[src/rtl/timer_countdown_pkg.sv]
// Shared definitions for the MM:SS BCD countdown timer: FSM encoding,
// BCD digit limits and the preset clamp helper.
package timer_countdown_pkg;

    typedef enum logic [1:0] {
        ST_IDLE    = 2'd0,
        ST_RUN     = 2'd1,
        ST_PAUSED  = 2'd2,
        ST_EXPIRED = 2'd3
    } state_e;

    localparam int BCD_UNIT_MAX     = 9;
    localparam int BCD_TENS_MAX     = 5;
    localparam int MIN_TENS_MAX_DEF = 5;
    localparam int NUM_DIGITS       = 4;
    localparam int DIGIT_W          = 4;

    function automatic logic [DIGIT_W-1:0] bcd_clamp(input logic [DIGIT_W-1:0] v,
                                                     input logic [DIGIT_W-1:0] max);
        return (v > max) ? max : v;
    endfunction

endpackage

[src/rtl/timer_countdown_bcd_digit_down.sv]
// One down-counting BCD digit: clamped load, borrow-chained decrement that
// wraps 0 -> MAX and emits a borrow to the next digit.
module bcd_digit_down
    import timer_countdown_pkg::*;
#(
    parameter int MAX = BCD_UNIT_MAX
) (
    input  logic               clk_i,
    input  logic               rst_ni,
    input  logic               load_i,
    input  logic [DIGIT_W-1:0] load_val_i,
    input  logic               dec_en_i,
    input  logic               borrow_i,
    output logic [DIGIT_W-1:0] digit_o,
    output logic               borrow_o
);

    localparam logic [DIGIT_W-1:0] MAX_V = DIGIT_W'(MAX);

    logic [DIGIT_W-1:0] digit_q, digit_d;
    logic               take;

    assign take     = dec_en_i & borrow_i;
    assign borrow_o = take & (digit_q == '0);
    assign digit_o  = digit_q;

    always_comb begin
        digit_d = digit_q;
        if (load_i) begin
            digit_d = bcd_clamp(load_val_i, MAX_V);
        end else if (take) begin
            digit_d = (digit_q == '0) ? MAX_V : digit_q - 1'b1;
        end
    end

    always_ff @(posedge clk_i or negedge rst_ni) begin
        if (!rst_ni) digit_q <= '0;
        else         digit_q <= digit_d;
    end

endmodule

[src/rtl/timer_countdown.sv]
// MM:SS BCD countdown timer on the 1 Hz domain: preset load, pause/resume,
// one-cycle done pulse and expired level at 00:00.
module timer_countdown
    import timer_countdown_pkg::*;
#(
    parameter int MIN_TENS_MAX = MIN_TENS_MAX_DEF
) (
    input  logic               clk_1hz,
    input  logic               reset,
    input  logic               load,
    input  logic               enable,
    input  logic [DIGIT_W-1:0] preset_min_tens,
    input  logic [DIGIT_W-1:0] preset_min_unit,
    input  logic [DIGIT_W-1:0] preset_sec_tens,
    input  logic [DIGIT_W-1:0] preset_sec_unit,
    output logic [DIGIT_W-1:0] sec_unit,
    output logic [DIGIT_W-1:0] sec_tens,
    output logic [DIGIT_W-1:0] min_unit,
    output logic [DIGIT_W-1:0] min_tens,
    output logic               running,
    output logic               done,
    output logic               expired
);

    // Digit index 0 = sec_unit ... 3 = min_tens
    logic [NUM_DIGITS-1:0][DIGIT_W-1:0] pre, dig;
    logic [NUM_DIGITS:0]                brw;
    logic                               min_borrow_unused;
    logic                               is_zero, is_one, dec_en;

    state_e state_q, state_d;
    logic   done_q, done_d;
    logic   running_q, expired_q;

    assign pre     = {preset_min_tens, preset_min_unit, preset_sec_tens, preset_sec_unit};
    assign is_zero = (dig == '0);
    assign is_one  = (dig == {{(NUM_DIGITS*DIGIT_W-1){1'b0}}, 1'b1});
    // Zero check gates the chain, so min_tens never has to borrow.
    assign dec_en  = !load && enable && (state_q != ST_EXPIRED) && !is_zero;
    assign brw[0]  = 1'b1;
    assign min_borrow_unused = brw[NUM_DIGITS];

    for (genvar i = 0; i < NUM_DIGITS; i++) begin : g_dig
        localparam int DMAX = (i == NUM_DIGITS-1) ? MIN_TENS_MAX :
                              (i % 2 == 1)        ? BCD_TENS_MAX : BCD_UNIT_MAX;
        bcd_digit_down #(.MAX(DMAX)) u_dig (
            .clk_i      (clk_1hz),
            .rst_ni     (reset),
            .load_i     (load),
            .load_val_i (pre[i]),
            .dec_en_i   (dec_en),
            .borrow_i   (brw[i]),
            .digit_o    (dig[i]),
            .borrow_o   (brw[i+1])
        );
    end

    always_comb begin
        state_d = state_q;
        done_d  = 1'b0;
        if (load) begin
            state_d = ST_IDLE;
        end else begin
            unique case (state_q)
                ST_IDLE, ST_PAUSED, ST_RUN: begin
                    if (enable && !is_zero) begin
                        if (is_one) begin
                            state_d = ST_EXPIRED;
                            done_d  = 1'b1;
                        end else begin
                            state_d = ST_RUN;
                        end
                    end else if (!enable && state_q == ST_RUN) begin
                        state_d = ST_PAUSED;
                    end
                end
                ST_EXPIRED: state_d = ST_EXPIRED;
                default:    state_d = ST_IDLE;
            endcase
        end
    end

    always_ff @(posedge clk_1hz or negedge reset) begin
        if (!reset) begin
            state_q   <= ST_IDLE;
            done_q    <= 1'b0;
            running_q <= 1'b0;
            expired_q <= 1'b0;
        end else begin
            state_q   <= state_d;
            done_q    <= done_d;
            running_q <= (state_d == ST_RUN);
            expired_q <= (state_d == ST_EXPIRED);
        end
    end

    assign sec_unit = dig[0];
    assign sec_tens = dig[1];
    assign min_unit = dig[2];
    assign min_tens = dig[3];
    assign running  = running_q;
    assign done     = done_q;
    assign expired  = expired_q;

endmodule

[config.mk]
export PLATFORM = sky130hd
export DESIGN_NAME = timer_countdown
export DESIGN_NICKNAME = d
export VERILOG_FILES = /design/src/rtl/timer_countdown_pkg.sv /design/src/rtl/timer_countdown_bcd_digit_down.sv /design/src/rtl/timer_countdown.sv
export SDC_FILE = /design/constraint.sdc
export NUM_CORES = 1
export LEC_CHECK = 0
export CELL_PAD_IN_SITES_DETAIL_PLACEMENT = 1
export CELL_PAD_IN_SITES_GLOBAL_PLACEMENT = 1
export CORE_ASPECT_RATIO = 0.6
export CORE_MARGIN = 2
export CORE_UTILIZATION = 34
export CTS_CLUSTER_DIAMETER = 80
export DETAILED_ROUTE_END_ITERATION = 7
export GPL_TIMING_DRIVEN = 0
export PLACE_DENSITY_LB_ADDON = 0.1
export SETUP_SLACK_MARGIN = 0.02
export SLEW_MARGIN = 20
export SYNTH_ARGS = -nofsm -noshare
export SYNTH_HDL_FRONTEND = slang
export SYNTH_SLANG_ARGS = --single-unit
[constraint.sdc]
create_clock -name clk_1hz -period 2.81 [get_ports clk_1hz]
set_input_delay 0.4215 -clock clk_1hz [delete_from_list [all_inputs] [get_ports clk_1hz]]
set_output_delay 0.4215 -clock clk_1hz [all_outputs]
set_load 0.05 [all_outputs]
After elaboration in Yosys (flattened, before gate mapping):

Cells that the tools add are included.

* eq/ne operators: 7
* reductions and logical operators: 19
* muxes and demuxes: 25
* bitwise logic cells: 6
* add/sub/neg operators: 4
* order comparisons: 4

Operators with widths (count)
* 2-to-1 mux 4 bit: 16
* == test 16 x 1 -> 1 bit (second input constant): 1
* zero test 16 bit: 1
* zero test 4 bit: 4
* subtractor 4 x 1 -> 4 bit (second input constant): 4
* greater-than comparator 4 x 3 -> 1 bit (second input constant): 2
* greater-than comparator 4 bit (second input constant): 2
* 2-to-1 mux 2 bit: 4
* nonzero test 2 bit: 4
* AND 1 bit: 6
* == test 2 bit (second input constant): 3
* logical AND 1 bit: 5
* == test 2 x 1 -> 1 bit (second input constant): 2
* 2-to-1 mux 1 bit: 4
* one-hot mux 2 bit (2 select lines): 1
* zero test 1 bit: 3
* OR reduction 3 bit: 1
* zero test 2 bit: 1
* != test 2 bit (second input constant): 1

* input bits: 20
* output and inout bits: 19
* register bits: 21
* word-level logic and storage cells: 73

Depth between registers and ports, before layout:

Gate-level depths: netlist of run 1.

* word-level depth: 12
* mapped depth: 7
* mapped depth without buffers: 4

By module:

A second synthesis of run 1 with hierarchy kept.

* cell total of the unflattened synthesis: 117
* area total of the unflattened synthesis: 1201.2 um^2

Modules (own cells, without submodules)
* bcd_digit_down (g_dig[0].u_dig ...): seq. area each 100.1 um^2, area an instance 256.5 um^2, cells each 24, times used 2
* bcd_digit_down (g_dig[1].u_dig ...): seq. area each 100.1 um^2, area an instance 212.7 um^2, cells each 21, times used 2
* timer_countdown: seq. area each 125.1 um^2, area an instance 262.8 um^2, cells each 27, times used 1

Least setup slack after synthesis of run 1:

Ideal clock, no wire load.

* kind: reg-to-reg
* from: register g_dig[2].u_dig.digit_q[1]
* to: register g_dig[3].u_dig.digit_q[3]
* cell stages (with the launch flop): 5
* arrival: 2.166 ns
* required time: 2.690 ns
* library setup time: 0.120 ns
* setup slack: 0.524 ns
* buffers on the path: 0
* clock period less this slack: 2.286 ns
* path through: dfrtp_1 or4_4 or2_4 or4_4 o211a_1

* word-level cells in the longest chain between the ends: 10
* elaborated cells on any way between the ends: 11
* classes of those cells: bitwise (6); reduce/logical (5)

Ends and longest elaborated chain
* start: declaration: RTL line timer_countdown_bcd_digit_down.sv:20 `logic [DIGIT_W-1:0] digit_q, digit_d;`
* start signal: assignment: RTL line timer_countdown_bcd_digit_down.sv:38 `else digit_q <= digit_d;`
* zero test 16 bit: RTL line timer_countdown.sv:36 `assign is_zero = (dig == '0);`
* zero test 1 bit: RTL line timer_countdown.sv:39 `assign dec_en = !load && enable && (state_q != ST_EXPIRED) && !is_zero;`
* logical AND 1 bit: RTL line timer_countdown.sv:39
* AND 1 bit: RTL line timer_countdown_bcd_digit_down.sv:24 `assign borrow_o = take & (digit_q == '0);`
* AND 1 bit: RTL line timer_countdown_bcd_digit_down.sv:23 `assign take = dec_en_i & borrow_i;`
* AND 1 bit: RTL line timer_countdown_bcd_digit_down.sv:24
* AND 1 bit: RTL line timer_countdown_bcd_digit_down.sv:23
* AND 1 bit: RTL line timer_countdown_bcd_digit_down.sv:24
* AND 1 bit *: RTL line timer_countdown_bcd_digit_down.sv:23
* nonzero test 2 bit (no source line) *
* end signal: assignment: RTL line timer_countdown_bcd_digit_down.sv:38
* end: declaration: RTL line timer_countdown_bcd_digit_down.sv:20

Mark *: on every way between the ends. The rest lies on a longest branch, timed or not.
A chain may end at the register's enable or synchronous reset.

Worst setup path after layout of run 1:

* from: input port enable
* to: register g_dig[2].u_dig.digit_q[3]

* word-level cells in the longest chain between the ends: 8

Ends and longest elaborated chain
* start: declaration: RTL line timer_countdown.sv:11 `input logic enable,`
* logical AND 1 bit * (3 in series): RTL line timer_countdown.sv:39
* AND 1 bit: RTL line timer_countdown_bcd_digit_down.sv:24
* AND 1 bit: RTL line timer_countdown_bcd_digit_down.sv:23
* AND 1 bit: RTL line timer_countdown_bcd_digit_down.sv:24
* AND 1 bit *: RTL line timer_countdown_bcd_digit_down.sv:23
* nonzero test 2 bit (no source line) *

Marked as above.

==> flow_summary.ini, run 1 <==
[run_status]
status = finished, final reports clean

[setup_path]
start_kind = input pin
crit_start = enable
worstPathCellList = clkdlybuf4s50_1 -> nor2b_1 -> clkbuf_1 -> nand3_1 -> clkbuf_1 -> o31a_1 -> o31a_1
reg2reg_to = g_dig[3].u_dig.digit_o[2]
cp_top_family = buffers and inverters
crit_type = in2reg
worstSetupEndpoint = g_dig[2].u_dig.digit_o[3]
slowest_delay_ns = 0.54
rrSetupSlack_ns = 0.51
crit_arrival_ns = 2.58
cp-end-kind = register
path_buf_inv = 3
crit_fanout = 10
worstPathRequired_ns = 2.96
r2r-start = g_dig[0].u_dig.digit_o[3]
cp_slowest_cell = clkdlybuf4s50_1
worst_r2r_path_depth = 6
cp.depth = 7

[synthesis]
synth-edff-count = 0
synth_top_family_by_area = simple AND/OR/NAND/NOR gates
synth_ff_type = dfrtp_1
yosysWarnings = 0
syn_avg_cell_area_um2 = 8.97
asyncSetResetFlopFracSynth_pct = 100
synth_xor_area_share_pct = 0
ys_types = 42
ys_ff_latch = 21
synth_compound_area_share_pct = 24.5
syn-cell-area_um2 = 1250
synth-adder-area-share_pct = 0
yosys.area_share.simple_pct = 29.4
syn-num-nets = 159
muxShareOfSynthArea_pct = 0.803
yosysSeqAreaShare_pct = 42.2
syn_inst = 139

[place]
gp_routability_congestion = 0.836
dpl.hpwl_um = 3020
dpl_cell_area_um2 = 1670
place_inst = 221
io_buffers = 37

[final_layout]
fill_cells = 396
antenna_cells = 0
final_util_pct = 50.8
layout.cells.non_filler = 225
synthToLayoutAreaGrowth_pct = 37.9
drive_gt1_share_pct = 7.78
multi_input_area_um2 = 682
final_area_um2 = 1720
final_nets = 201
regArea_um2 = 526

[drt]
drtIter0Drc = 57
top_layer_used = met4
via_per_inst = 5.86
wl_met2_um = 1790
wl_met3_um = 264
drc = 0
met1_length_um = 2040
wl_per_cell_um = 18.3
routed_wl_um = 4120
dr.pass1.iters = 4
route.vias.total = 1318
final_antenna_net_count = 0

[floorplan]
die_w_um = 82.2
placementRows = 16
core_um2 = 3380
start_util_pct = 36.8
die_area_um2 = 4180
ios = 39
die_h_um = 50.9

[clock_tree]
postCtsSetupBuffers = 0
cts_made_buffers = 3
clockBufferDepth = 2
clk_latency_ns = 0.27
cts_resized = 0
clkTransAtPathRegs_ns = 0.08
tritoncts = yes
htree_levels = 1
hold_buffers = 0
clockRootBuffer = clkbuf_8
clock_sinks = 21

[timing]
fmax_mhz = 412
hold_viol = 0
report.final.slew_viol_count = 0
rsz0062_at_grt = no
clock-skew-final_ns = 0.00742
slew_headroom_pct = 34.2
setup_tns_ns = 0
tightest_slew_ns = 0.984
finalSetupViolCount = 0
fin_crit_sh_pct = 86.3
fin_crit_ns = 2.42

[job]
cap_viol_max_count = 0

[global_routing]
grt_first_pass_wirelength_um = 6730
grt_max_degree = 22
grt_overflow = 0
grt_util_all_layers_pct = 21.7
antenna_found_initial = 0
grt_pass1_vias = 1333

[power]
power_density_nw_per_um2 = 464
design_power_total_mw = 0.798
ir_worst_vdd_uv = 238
cellLeakagePower_nw = 0.644

[min_path]
holdCritPathClass = reg2reg
-- cell families after synthesis --
kind of cell	count (synthesis)
AOI/OAI and AO/OA	42
buffers and inverters	10
DFF	21
muxes	1
and+or+nand+nor	65
-- layout make-up --
class                      count  area share [%]
timing repair buffer          37            21.6
clock buffer                   4            2.62
tap                           45            3.28
multi-input combinational    108            39.7
buffer                         7            1.60
sequential                    21            30.6
inverter                       3           0.655
-- stage by stage --
stage	hold slack, ns	setup WS [ns]
after floorplan	0.126	0.524
after global placement	0.555	0.194
after detailed placement	0.571	0.186
after CTS	0.587	0.424
after global routing	0.610	0.192
final	0.585	0.386
-- layout by cell type (no fill, tap or decap), drive strengths merged, types with 2 or more instances in the layout --
master	netlist	routed
or4	8	8
nor3	9	9
nor2b	3	3
clkbuf	6	10
o21ai	4	4
o31ai	4	4
o22ai	2	2
dfrtp	21	21
clkdlybuf4s50	0	37
o211ai	2	2
o311ai	3	3
a31oi	5	5
o211a	2	2
or2	2	2
nor2	11	11
nand4	2	2
o41ai	3	3
a21oi	5	5
nand3	7	7
nand2	13	13
nor4	2	2
o31a	2	2
or3	4	4
inv	3	3
and3	2	2
a211oi	2	2
-- cell usage after synthesis (all sizes together), types with 2 or more instances --
master / instances / area [µm²]
or3: 4 / 35.0
o211ai: 2 / 15.0
o41ai: 3 / 26.3
nand4: 2 / 12.5
nor2: 11 / 41.3
o311ai: 3 / 26.3
o211a: 2 / 20.0
nand2: 13 / 51.3
nor2b: 3 / 18.8
nand3: 7 / 35.0
o22ai: 2 / 12.5
dfrtp: 21 / 526
a211oi: 2 / 15.0
a21oi: 5 / 25.0
o31a: 2 / 17.5
and3: 2 / 12.5
or2: 2 / 15.0
nor4: 2 / 12.5
or4: 8 / 67.6
clkbuf: 6 / 22.5
inv: 3 / 11.3
o31ai: 4 / 30.0
a31oi: 5 / 31.3
o21ai: 4 / 20.0
nor3: 9 / 50.1
-- layer usage --
| metal | vias to the layer above | GRT usage (%) |
|---|---|---|
| met5 | - | 0 |
| met4 | 0 | 3.33 |
| met3 | 4 | 5.30 |
| met2 | 41 | 31.8 |
| met1 | 651 | 32.8 |
| li1 | 622 | - |
-- power breakdown --
group	internal [mW]	switching [mW]
combinational	0.0896	0.148
clock	0.101	0.103
sequential	0.323	0.0330
total	0.514	0.284
-- state kept, by name (all words and copies together) (netlist names) --
name	count
state_q	2
running	1
g_dig.u_dig.digit_o	16
expired	1
done	1
-- worst min path at each step --
| stage | slack [ns] | end | startpoint | cells after the start |
|---|---|---|---|---|
| after floorplan | 0.13 | done | reset | 0 |
| after global placement | 0.56 | g_dig[3].u_dig.digit_o[3] | g_dig[3].u_dig.digit_o[3] | 1 |
| after detailed placement | 0.57 | g_dig[1].u_dig.digit_o[0] | g_dig[1].u_dig.digit_o[0] | 1 |
| after CTS | 0.59 | g_dig[3].u_dig.digit_o[3] | g_dig[3].u_dig.digit_o[3] | 1 |
| after global routing | 0.61 | g_dig[3].u_dig.digit_o[3] | g_dig[3].u_dig.digit_o[3] | 1 |
| final | 0.59 | g_dig[3].u_dig.digit_o[3] | g_dig[3].u_dig.digit_o[3] | 1 |
No activity file was read; power rests on OpenSTA's default activity.
==> run 2: changes to the inputs <==
SKIP_CTS_REPAIR_TIMING = 1   (was default)
==> results of run 2 <==
The final DEF is identical to that of run 1; final timing and power are the same.
==> run 3: changes to the inputs <==
CAP_MARGIN = 0   (was default)
==> results of run 3 <==
The final DEF is identical to that of run 1; final timing and power are the same.
